$ cat src/rtl/awg_pkg.sv
// Shared definitions for the DDS waveform generator: waveform encodings,
// sample pipeline depth and the offset-binary midscale helper.
package awg_pkg;

    typedef enum logic [1:0] {
        WAVE_SINE   = 2'd0,
        WAVE_SQUARE = 2'd1,
        WAVE_TRI    = 2'd2,
        WAVE_SAW    = 2'd3
    } wave_mode_e;

    localparam int DDS_LAT = 4;

    function automatic logic [31:0] midscale(input int unsigned dac_w);
        return 32'(1) << (dac_w - 1);
    endfunction

endpackage

$ cat src/rtl/dds_sin_rom.sv
// Registered quarter-wave sine ROM: mirrors the index in the second half of each
// half-period and negates in the second half, giving a signed two's-complement sample.
module dds_sin_rom #(
    parameter int LUT_AW = 10,
    parameter int DAC_W  = 14
) (
    input  logic              clk,
    input  logic              rst,
    input  logic [LUT_AW-1:0] phase_i,
    output logic [DAC_W-1:0]  sample_o
);
    localparam int  QN = 2 ** (LUT_AW - 2);
    localparam int  M  = 2 ** (DAC_W - 1) - 1;
    localparam real PI = 3.14159265358979323846;

    // Table is built at elaboration; the Taylor series is exact to well below one LSB
    // over the first quadrant.
    function automatic logic [DAC_W-2:0] sin_entry(input int k);
        real x;
        real term;
        real s;
        x    = 2.0 * PI * (real'(k) + 0.5) / real'(QN * 4);
        term = x;
        s    = x;
        for (int n = 1; n < 10; n++) begin
            term = -term * x * x / real'((2 * n) * (2 * n + 1));
            s    = s + term;
        end
        return (DAC_W-1)'($rtoi(real'(M) * s + 0.5));
    endfunction

    logic [DAC_W-2:0] rom [QN];

    for (genvar k = 0; k < QN; k++) begin : g_rom
        localparam logic [DAC_W-2:0] ENTRY = sin_entry(k);
        assign rom[k] = ENTRY;
    end

    logic [LUT_AW-3:0] idx;
    logic [DAC_W-1:0]  mag;
    logic [DAC_W-1:0]  sample_q;
    logic [DAC_W-1:0]  sample_d;

    assign idx      = phase_i[LUT_AW-2] ? ~phase_i[LUT_AW-3:0] : phase_i[LUT_AW-3:0];
    assign mag      = {1'b0, rom[idx]};
    assign sample_d = phase_i[LUT_AW-1] ? -mag : mag;

    always_ff @(posedge clk or posedge rst) begin
        if (rst) begin
            sample_q <= '0;
        end else begin
            sample_q <= sample_d;
        end
    end

    assign sample_o = sample_q;

endmodule

$ cat src/rtl/dds_wave_gen.sv
// DDS waveform generator: phase accumulator, shadowed configuration applied at the
// period wrap, and a fixed four-stage sample pipeline feeding an offset-binary DAC.
module dds_wave_gen
    import awg_pkg::*;
#(
    parameter int ACC_W  = 32,
    parameter int LUT_AW = 10,
    parameter int DAC_W  = 14,
    parameter int AMP_W  = 8,
    parameter int PH_W   = 8
) (
    input  logic             clk,
    input  logic             rst,
    input  logic             en,
    input  logic             cfg_load,
    input  logic [ACC_W-1:0] ftw,
    input  logic [AMP_W-1:0] amp,
    input  logic [PH_W-1:0]  phase_ofs,
    input  logic [1:0]       wave_mode,
    output logic             cfg_busy,
    output logic [DAC_W-1:0] dac_out,
    output logic             dac_valid,
    output logic             cycle_sync
);
    localparam logic [DAC_W-1:0] MID   = DAC_W'(midscale(DAC_W));
    localparam logic [DAC_W-1:0] POS_M = ~MID;
    localparam logic [DAC_W-1:0] NEG_M = MID | DAC_W'(1);

    // Offset-binary ramp to signed sample; the most negative code is clipped to -M.
    function automatic logic [DAC_W-1:0] ramp_to_sample(input logic [DAC_W-1:0] r);
        logic [DAC_W-1:0] s;
        s = r ^ MID;
        return (s == MID) ? NEG_M : s;
    endfunction

    logic [ACC_W-1:0] acc_q, acc_d;
    logic             wrap_q, wrap_d;
    logic [ACC_W:0]   acc_sum;
    logic             carry;
    logic             apply;

    logic [ACC_W-1:0] ftw_act_q, ftw_shd_q;
    logic [AMP_W-1:0] amp_act_q, amp_shd_q;
    logic [PH_W-1:0]  ph_act_q, ph_shd_q;
    wave_mode_e       mode_act_q, mode_shd_q;
    logic             busy_q;

    assign acc_sum = {1'b0, acc_q} + {1'b0, ftw_act_q};
    assign carry   = acc_sum[ACC_W];
    assign acc_d   = en ? acc_sum[ACC_W-1:0] : acc_q;
    assign wrap_d  = en & carry;
    assign apply   = busy_q & (~en | (ftw_act_q == '0) | carry);

    always_ff @(posedge clk or posedge rst) begin
        if (rst) begin
            acc_q      <= '0;
            wrap_q     <= 1'b0;
            ftw_act_q  <= '0;
            amp_act_q  <= '0;
            ph_act_q   <= '0;
            mode_act_q <= WAVE_SINE;
            ftw_shd_q  <= '0;
            amp_shd_q  <= '0;
            ph_shd_q   <= '0;
            mode_shd_q <= WAVE_SINE;
            busy_q     <= 1'b0;
        end else begin
            acc_q  <= acc_d;
            wrap_q <= wrap_d;
            // A load can only be accepted while idle, so it never collides with an apply.
            if (apply) begin
                ftw_act_q  <= ftw_shd_q;
                amp_act_q  <= amp_shd_q;
                ph_act_q   <= ph_shd_q;
                mode_act_q <= mode_shd_q;
                busy_q     <= 1'b0;
            end else if (cfg_load && !busy_q) begin
                ftw_shd_q  <= ftw;
                amp_shd_q  <= amp;
                ph_shd_q   <= phase_ofs;
                mode_shd_q <= wave_mode_e'(wave_mode);
                busy_q     <= 1'b1;
            end
        end
    end

    logic [DDS_LAT-1:0]     vld_q, sync_q;
    logic [LUT_AW-1:0]      p1_q, p1_d;
    wave_mode_e             mode1_q, mode2_q;
    logic [AMP_W-1:0]       amp1_q, amp2_q;
    logic [LUT_AW-2:0]      fold;
    logic [DAC_W-1:0]       tri_r, saw_r;
    logic [DAC_W-1:0]       alt2_q, alt2_d;
    logic [DAC_W-1:0]       sin2;
    logic [DAC_W-1:0]       s3;
    logic signed [DAC_W+AMP_W:0] prod;
    logic [DAC_W-1:0]       y3_q, y3_d;
    logic [DAC_W-1:0]       dac_q, dac_d;

    assign p1_d  = acc_q[ACC_W-1 -: LUT_AW] + (LUT_AW'(ph_act_q) << (LUT_AW - PH_W));
    assign fold  = p1_q[LUT_AW-1] ? ~p1_q[LUT_AW-2:0] : p1_q[LUT_AW-2:0];
    assign tri_r = DAC_W'(fold) << (DAC_W - LUT_AW + 1);
    assign saw_r = DAC_W'(p1_q) << (DAC_W - LUT_AW);

    dds_sin_rom #(
        .LUT_AW (LUT_AW),
        .DAC_W  (DAC_W)
    ) u_sin_rom (
        .clk      (clk),
        .rst      (rst),
        .phase_i  (p1_q),
        .sample_o (sin2)
    );

    always_comb begin
        alt2_d = '0;
        case (mode1_q)
            WAVE_SQUARE: alt2_d = p1_q[LUT_AW-1] ? NEG_M : POS_M;
            WAVE_TRI:    alt2_d = ramp_to_sample(tri_r);
            WAVE_SAW:    alt2_d = ramp_to_sample(saw_r);
            default:     alt2_d = '0;
        endcase
    end

    assign s3    = (mode2_q == WAVE_SINE) ? sin2 : alt2_q;
    assign prod  = $signed({{(AMP_W+1){s3[DAC_W-1]}}, s3}) * $signed({{(DAC_W+1){1'b0}}, amp2_q});
    assign y3_d  = DAC_W'(prod >>> AMP_W);
    assign dac_d = vld_q[DDS_LAT-2] ? (y3_q + MID) : MID;

    always_ff @(posedge clk or posedge rst) begin
        if (rst) begin
            vld_q   <= '0;
            sync_q  <= '0;
            p1_q    <= '0;
            mode1_q <= WAVE_SINE;
            amp1_q  <= '0;
            mode2_q <= WAVE_SINE;
            amp2_q  <= '0;
            alt2_q  <= '0;
            y3_q    <= '0;
            dac_q   <= MID;
        end else begin
            vld_q   <= {vld_q[DDS_LAT-2:0], en};
            sync_q  <= {sync_q[DDS_LAT-2:0], wrap_q & en};
            p1_q    <= p1_d;
            mode1_q <= mode_act_q;
            amp1_q  <= amp_act_q;
            mode2_q <= mode1_q;
            amp2_q  <= amp1_q;
            alt2_q  <= alt2_d;
            y3_q    <= y3_d;
            dac_q   <= dac_d;
        end
    end

    assign cfg_busy   = busy_q;
    assign dac_out    = dac_q;
    assign dac_valid  = vld_q[DDS_LAT-1];
    assign cycle_sync = sync_q[DDS_LAT-1];

endmodule
$ cat config.mk
export PLATFORM = sky130hd
export DESIGN_NAME = dds_wave_gen
export DESIGN_NICKNAME = d
export VERILOG_FILES = /design/src/rtl/awg_pkg.sv /design/src/rtl/dds_sin_rom.sv /design/src/rtl/dds_wave_gen.sv
export SDC_FILE = /design/constraint.sdc
export NUM_CORES = 1
export LEC_CHECK = 0
export BUFFER_PORTS_ARGS = -buffer_cell sky130_fd_sc_hd__buf_4
export CORE_UTILIZATION = 44
export DETAILED_ROUTE_END_ITERATION = 12
export GPL_TIMING_DRIVEN = 0
export PLACE_DENSITY = 0.66
export SYNTH_ARGS = -nofsm -noshare
export SYNTH_HDL_FRONTEND = slang
export SYNTH_SLANG_ARGS = --single-unit
$ cat constraint.sdc
create_clock -name clk -period 18.1 [get_ports clk]
set_input_delay 1.81 -clock clk [delete_from_list [all_inputs] [get_ports clk]]
set_output_delay 1.81 -clock clk [all_outputs]
set_load 0.01 [all_outputs]
== After elaboration in Yosys (flattened, before gate mapping) ==
Memories as Yosys holds them, arrays and structs flattened.
Index checks and enable logic that the tools add are counted.
Operators by class
  order comparisons: 1
  add/subtract/negate cells: 4
  multipliers: 1
  bitwise gates (word level): 12
  reduce and logical (&&, ||, !) cells: 6
  equality and inequality tests: 5
  muxes and demuxes: 13
Operators by type and width (number)
  2-to-1 mux 14 bit: 6
  one-hot mux 14 bit (3 select lines): 1
  adder 32 x 32 -> 33 bit: 1
  zero test 32 bit: 1
  2-to-1 mux 13 bit: 2
  multiplier 14 x 9 -> 22 bit: 1
  adder 14 bit (second input constant): 1
  negator 13 -> 14 bit: 1
  adder 10 bit: 1
  == test 10 bit (second input constant): 1
  == test 9 bit (second input constant): 1
  greater-or-equal comparator 9 bit (second input constant): 1
  2-to-1 mux 9 bit: 1
  inverter 8 -> 9 bit: 1
  inverter 9 bit: 1
  2-to-1 mux 8 bit: 1
  inverter 8 bit: 1
  == test 2 bit (second input constant): 2
  inverter 1 bit: 4
  bitwise AND 1 bit: 3
  == test 2 x 1 -> 1 bit (second input constant): 1
  zero test 2 bit: 1
  2-to-1 mux 1 bit: 2
  bitwise OR 1 bit: 2
  other kinds (4): 4
Storage, ports and cells
  input port bits: 54
  ROM bits: 3328
  logic and storage cells: 65
  register bits after elaboration: 228
  memories kept: 1
  output and inout bits: 17
Memories
  (name not given): words 256, width 13, read ports 1, clocked after Yosys merged registers in 0, write ports 0, RTL line dds_sin_rom.sv:45  | assign mag = {1'b0, rom[idx]};

== Logic depth before layout (Yosys ltp) ==
  depth after elaboration: 8
  mapped depth: 21

== Hierarchy ==
Synthesis repeated with hierarchy kept, for this count alone.
Unflattened totals
  cell total of the unflattened synthesis: 2347
  area total of the unflattened synthesis: 20962.6 um^2
By module, submodules not included
  dds_wave_gen: cells each 1245, area each 13541.7 um^2, times used 1, seq. area each 5306.3 um^2
  dds_sin_rom: cells each 1102, area each 7420.9 um^2, times used 1, seq. area each 350.3 um^2

== Worst setup path after synthesis ==
OpenSTA, ideal clock, no wires.
  path type: register -> register
  start point: reg mode2_q[1]
  end point: reg y3_q[13]
  arrival: 5.428 ns
  library setup time: 0.080 ns
  cell stages (with the launch flop): 20
  path slack: 12.592 ns
  path through: dfrtp_1 nor2_1 clkbuf_1 mux2_2 and2_1 fa_1 fa_1 fa_1 inv_1 fa_1 inv_1 ha_1 o21a_1 o21a_1 o22a_1 a31oi_1 o21ai_0 a211o_1 a21oi_1 xnor2_1
On the way
  longest elaborated chain between the ends: 3
Ends and longest elaborated chain
  from (decl): RTL line dds_wave_gen.sv:89  | wave_mode_e mode1_q, mode2_q;
  from (signal assigned): RTL line dds_wave_gen.sv:148  | mode2_q <= mode1_q;
  zero test 2 bit: RTL line dds_wave_gen.sv:125  | assign s3 = (mode2_q == WAVE_SINE) ? sin2 : alt2_q;
  2-to-1 mux 14 bit: RTL line dds_wave_gen.sv:125
  multiplier 14 x 9 -> 22 bit: RTL line dds_wave_gen.sv:126  | assign prod = $signed({{(AMP_W+1){s3[DAC_W-1]}}, s3}) * $signed({{(DAC_W+1){1'b0}}, amp2_q});
  via prod[21]: RTL line dds_wave_gen.sv:96  | logic signed [DAC_W+AMP_W:0] prod;
  to (signal assigned): RTL line dds_wave_gen.sv:151  | y3_q <= y3_d;
  to (decl): RTL line dds_wave_gen.sv:97  | logic [DAC_W-1:0] y3_q, y3_d;
The timed path passes the listed nets, and every way through them passes these cells.
A chain may end at the register's enable or synchronous reset.

== Worst setup path after layout ==
  start point: reg p1_q[8]
  end point: reg u_sin_rom.sample_q[7] (netlist: u_sin_rom.sample_o[7])
On the way
  longest elaborated chain between the ends: 7
Ends and longest elaborated chain
  from (decl): RTL line dds_wave_gen.sv:88  | logic [LUT_AW-1:0] p1_q, p1_d;
  from (signal assigned): RTL line dds_wave_gen.sv:145  | p1_q <= p1_d;
  2-to-1 mux 8 bit (*): RTL line dds_sin_rom.sv:44  | assign idx = phase_i[LUT_AW-2] ? ~phase_i[LUT_AW-3:0] : phase_i[LUT_AW-3:0];
  inverter 8 -> 9 bit (not written as such) (*): RTL line dds_sin_rom.sv:45
  memory read (256 x 13 bit) (*)
  2-to-1 mux 13 bit (not written as such) (*) (2 in series): RTL line dds_sin_rom.sv:45
  negator 13 -> 14 bit: RTL line dds_sin_rom.sv:46  | assign sample_d = phase_i[LUT_AW-1] ? -mag : mag;
  2-to-1 mux 14 bit (*): RTL line dds_sin_rom.sv:46
  via u_sin_rom.sample_d[7]: RTL line dds_sin_rom.sv:42  | logic [DAC_W-1:0] sample_d;
  to (signal assigned): RTL line dds_sin_rom.sv:52  | sample_q <= sample_d;
  to (decl): RTL line dds_sin_rom.sv:41  | logic [DAC_W-1:0] sample_q;
The timed path passes the listed nets; every way through them passes the cells marked *. The select of a mux whose other input is x is not followed.

==> results_dict.tcl <==
set metrics [dict create \
    clk_pin_slew_ns 0.07 \
    synth_edf_count 0 \
    ys_types 98 \
    die_w_um 215 \
    cp.required_ns 18.52 \
    failed_checks "max-capacitance violations, max-slew violations" \
    final_cell_mix "dfrtp_1 (225), nand2_1 (188), inv_1 (177), mux2_2 (133), a21oi_1 (125)" \
    antenna_found_initial 8 \
    finalCritPeriodShare_pct 41.4 \
    finish.utilization_pct 49.8 \
    hold_viol 0 \
    via_count 20300 \
    wl_um 103000 \
    post_cts_resize_count 0 \
    ys_ff_latch 226 \
    yosysSeqAreaShare_pct 28.4 \
    hp-class "flop to flop" \
    status "finished, violations left" \
    ant_nets 0 \
    rr_startpoint "p1_q[8]" \
    die_area_um2 46100 \
    ff2ff_path_depth 20 \
    drv_cap 1 \
    syn-cell-area_um2 19900 \
    met1_length_um 38400 \
    path_buf_inv 7 \
    dpl.hpwl_um 77200 \
    crit_top_cell "clkbuf_1" \
    multiInputGateArea_um2 12800 \
    cp_max_fo 10 \
    setup_viol 0 \
    end_kind "flop" \
    gp_congestion 1.07 \
    drtIter0Drc 2902 \
    die_h_um 215 \
    rsz0062_at_grt "false" \
    grt_use_total_pct 44.3 \
    drive_above_1_share_pct 14.8 \
    highest_layer "met5" \
    wl_met2_um 45400 \
    grt_pass1_vias 20500 \
    max_slew_margin_pct -8.03 \
    skew_ns 0.0236 \
    start_util_pct 44.9 \
    grt-ovfl-total 0 \
    yosysWarnings 0 \
    n_fill_cell 3899 \
    holdBufCountCts 0 \
    r2r-end "u_sin_rom.sample_o[7]" \
    rrSetupSlack_ns 10.61 \
    hp-start "vld_q[1]" \
    met3_length_um 11800 \
    grt_pass1_wl_um 147000 \
    regArea_um2 5660 \
    tightest_slew_ns 1.58 \
    area_growth_pct 11.0 \
    cts-root-buf "clkbuf_16" \
    pre_cts_slack_ns 11.26 \
    async_flop_share_pct 100 \
    grt_max_degree 132 \
    coreArea_um2 44400 \
    viasPerCell 6.91 \
    setup_tns_ns 0 \
    crit_slowest_cell "nor2_1" \
    syn_inst 2219 \
    cp-start-kind "flop" \
    htree_levels 1 \
    dr.pass1.iters 8 \
    design.portCount 71 \
    numCtsBuffers 24 \
    holdPathStages 0 \
    crit_arrival_ns 7.91 \
    postLayoutSetupSlackWorst_ns 10.61 \
    cpLargestDelayFamily "buffers and inverters" \
    cts_tree "done" \
    clock_latency_ns 0.57 \
    crit_chain "buf_6 > buf_6 > nor2b_1 > clkbuf_1 > or2_2 > ha_1 > clkbuf_1 > inv_1 > ha_1 > clkbuf_1 > nor2_1 > nor3_1 > o221ai_1 > a21oi_1 > nor4_1 > a31oi_1 > or2_2 > clkbuf_1 > o31ai_1 > xor2_1" \
    rows 77 \
    synth_area_per_cell_um2 8.98 \
    post_cts_buffers 0 \
    synth_nets 2467 \
    critPathMaxStageDelay_ns 0.92 \
    startpoint "p1_q[8]" \
    hold_end "vld_q[2]" \
    drc_errors 0 \
    clockBufferDepth 3 \
    final_common_cell "dfrtp_1" \
    cts_sinks 226 \
    fin_crit_ns 7.49 \
    wl_per_cell_um 35.2 \
    slew_violations 12 \
    nNetsFinal 2566 \
    max_clock_freq_mhz 133 \
    io_buffers 70 \
    synth-main-ff-cell "dfrtp_1" \
    worstSetupPathType "flop to flop" \
]
## per-layer routing
metal	up-vias	global-route usage, %
met4	6	26.9
met3	481	12.8
li1	8074	-
met2	1690	69.1
met1	10000	54.1
met5	-	0
## cells in the mapped netlist, types with 11 or more instances
library cell,number,share of area (%)
dfrtp_1,225,28
nand2_1,188,3.5
inv_1,178,3.4
mux2_2,133,7.5
a21oi_1,125,3.1
o21ai_0,124,3.1
ha_1,102,6.4
nor2_1,96,1.8
fa_1,92,9.2
clkbuf_1,78,1.5
and2_1,70,2.2
nor2b_1,57,1.8
xnor2_1,49,2.2
nand3_1,41,1.0
nor3_1,39,0.98
nand2b_1,38,1.2
o22ai_1,37,1.2
o211ai_1,34,1.3
buf_2,33,0.83
a31oi_1,30,0.94
xor2_1,25,1.1
a21o_1,24,0.90
o21a_1,22,0.83
buf_6,20,1.1
a22oi_1,17,0.64
o221ai_1,17,0.75
a211oi_1,16,0.60
nand4_1,16,0.50
o21bai_1,15,0.57
buf_1,14,0.26
o2111ai_1,13,0.57
o31ai_1,13,0.49
a221oi_1,12,0.53
and3_1,12,0.38
nor3b_1,12,0.45
nor4_1,12,0.38
or2_2,12,0.38
mux2i_1,11,0.55
## metrics by stage
step           instances  cell area [um2]  hold slack [ns]
3_3_place_gp        2881            21200            0.333
2_1_floorplan       2219            19900            0.331
5_1_grt             2926            22100            0.361
3_5_place_dp        2884            21300            0.335
4_1_cts             2926            22100            0.349
6_report            2933            22100            0.347
## sequential cells by signal, indices dropped and copies added (netlist names), 2 cells and up
name / flops
mode_shd_q: 2
vld_q: 4
p1_q: 10
ftw_act_q: 32
sync_q: 4
ph_shd_q: 8
alt2_q: 12
amp_act_q: 8
amp_shd_q: 8
ftw_shd_q: 32
ph_act_q: 8
mode_act_q: 2
acc_q: 32
u_sin_rom.sample_o: 14
y3_q: 14
dac_out: 14
mode1_q: 2
mode2_q: 2
amp1_q: 8
amp2_q: 8
## worst max path at each step
stage | end | slack, ns | cells past startpoint
2_1_floorplan | acc_q[0] | 10.10 | 1
3_3_place_gp | ftw_act_q[22] | 8.21 | 2
3_5_place_dp | u_sin_rom.sample_o[7] | 11.26 | 20
4_1_cts | u_sin_rom.sample_o[7] | 11.19 | 20
5_1_grt | u_sin_rom.sample_o[7] | 10.76 | 20
6_report | u_sin_rom.sample_o[7] | 10.61 | 20
## kinds of logic (layout without fill, tap and decap cells)
family	count (synthesis)	in the layout	synth area share, %
flip-flops	226	226	28.4
AO/OA/AOI/OAI	606	606	20.6
AND/OR/NAND/NOR	636	636	16.4
multiplexers	145	145	8.18
adder cells (fa/ha/maj)	194	194	15.6
XOR/XNOR	76	76	3.42
other	0	7	0
buffers and inverters	336	451	7.39
## final cells by class
cell class	count	area share, %
antenna	7	0.0792
buffer	151	3.52
multi-input combinational	1657	57.9
tap	592	3.35
timing repair buffer	73	2.60
clock buffer	30	2.95
inverter	185	3.17
sequential	226	25.6
clock inverter	12	0.910
Power is not shown: default switching activity piles up to over one toggle a cycle in this logic, so the estimate is an artifact.
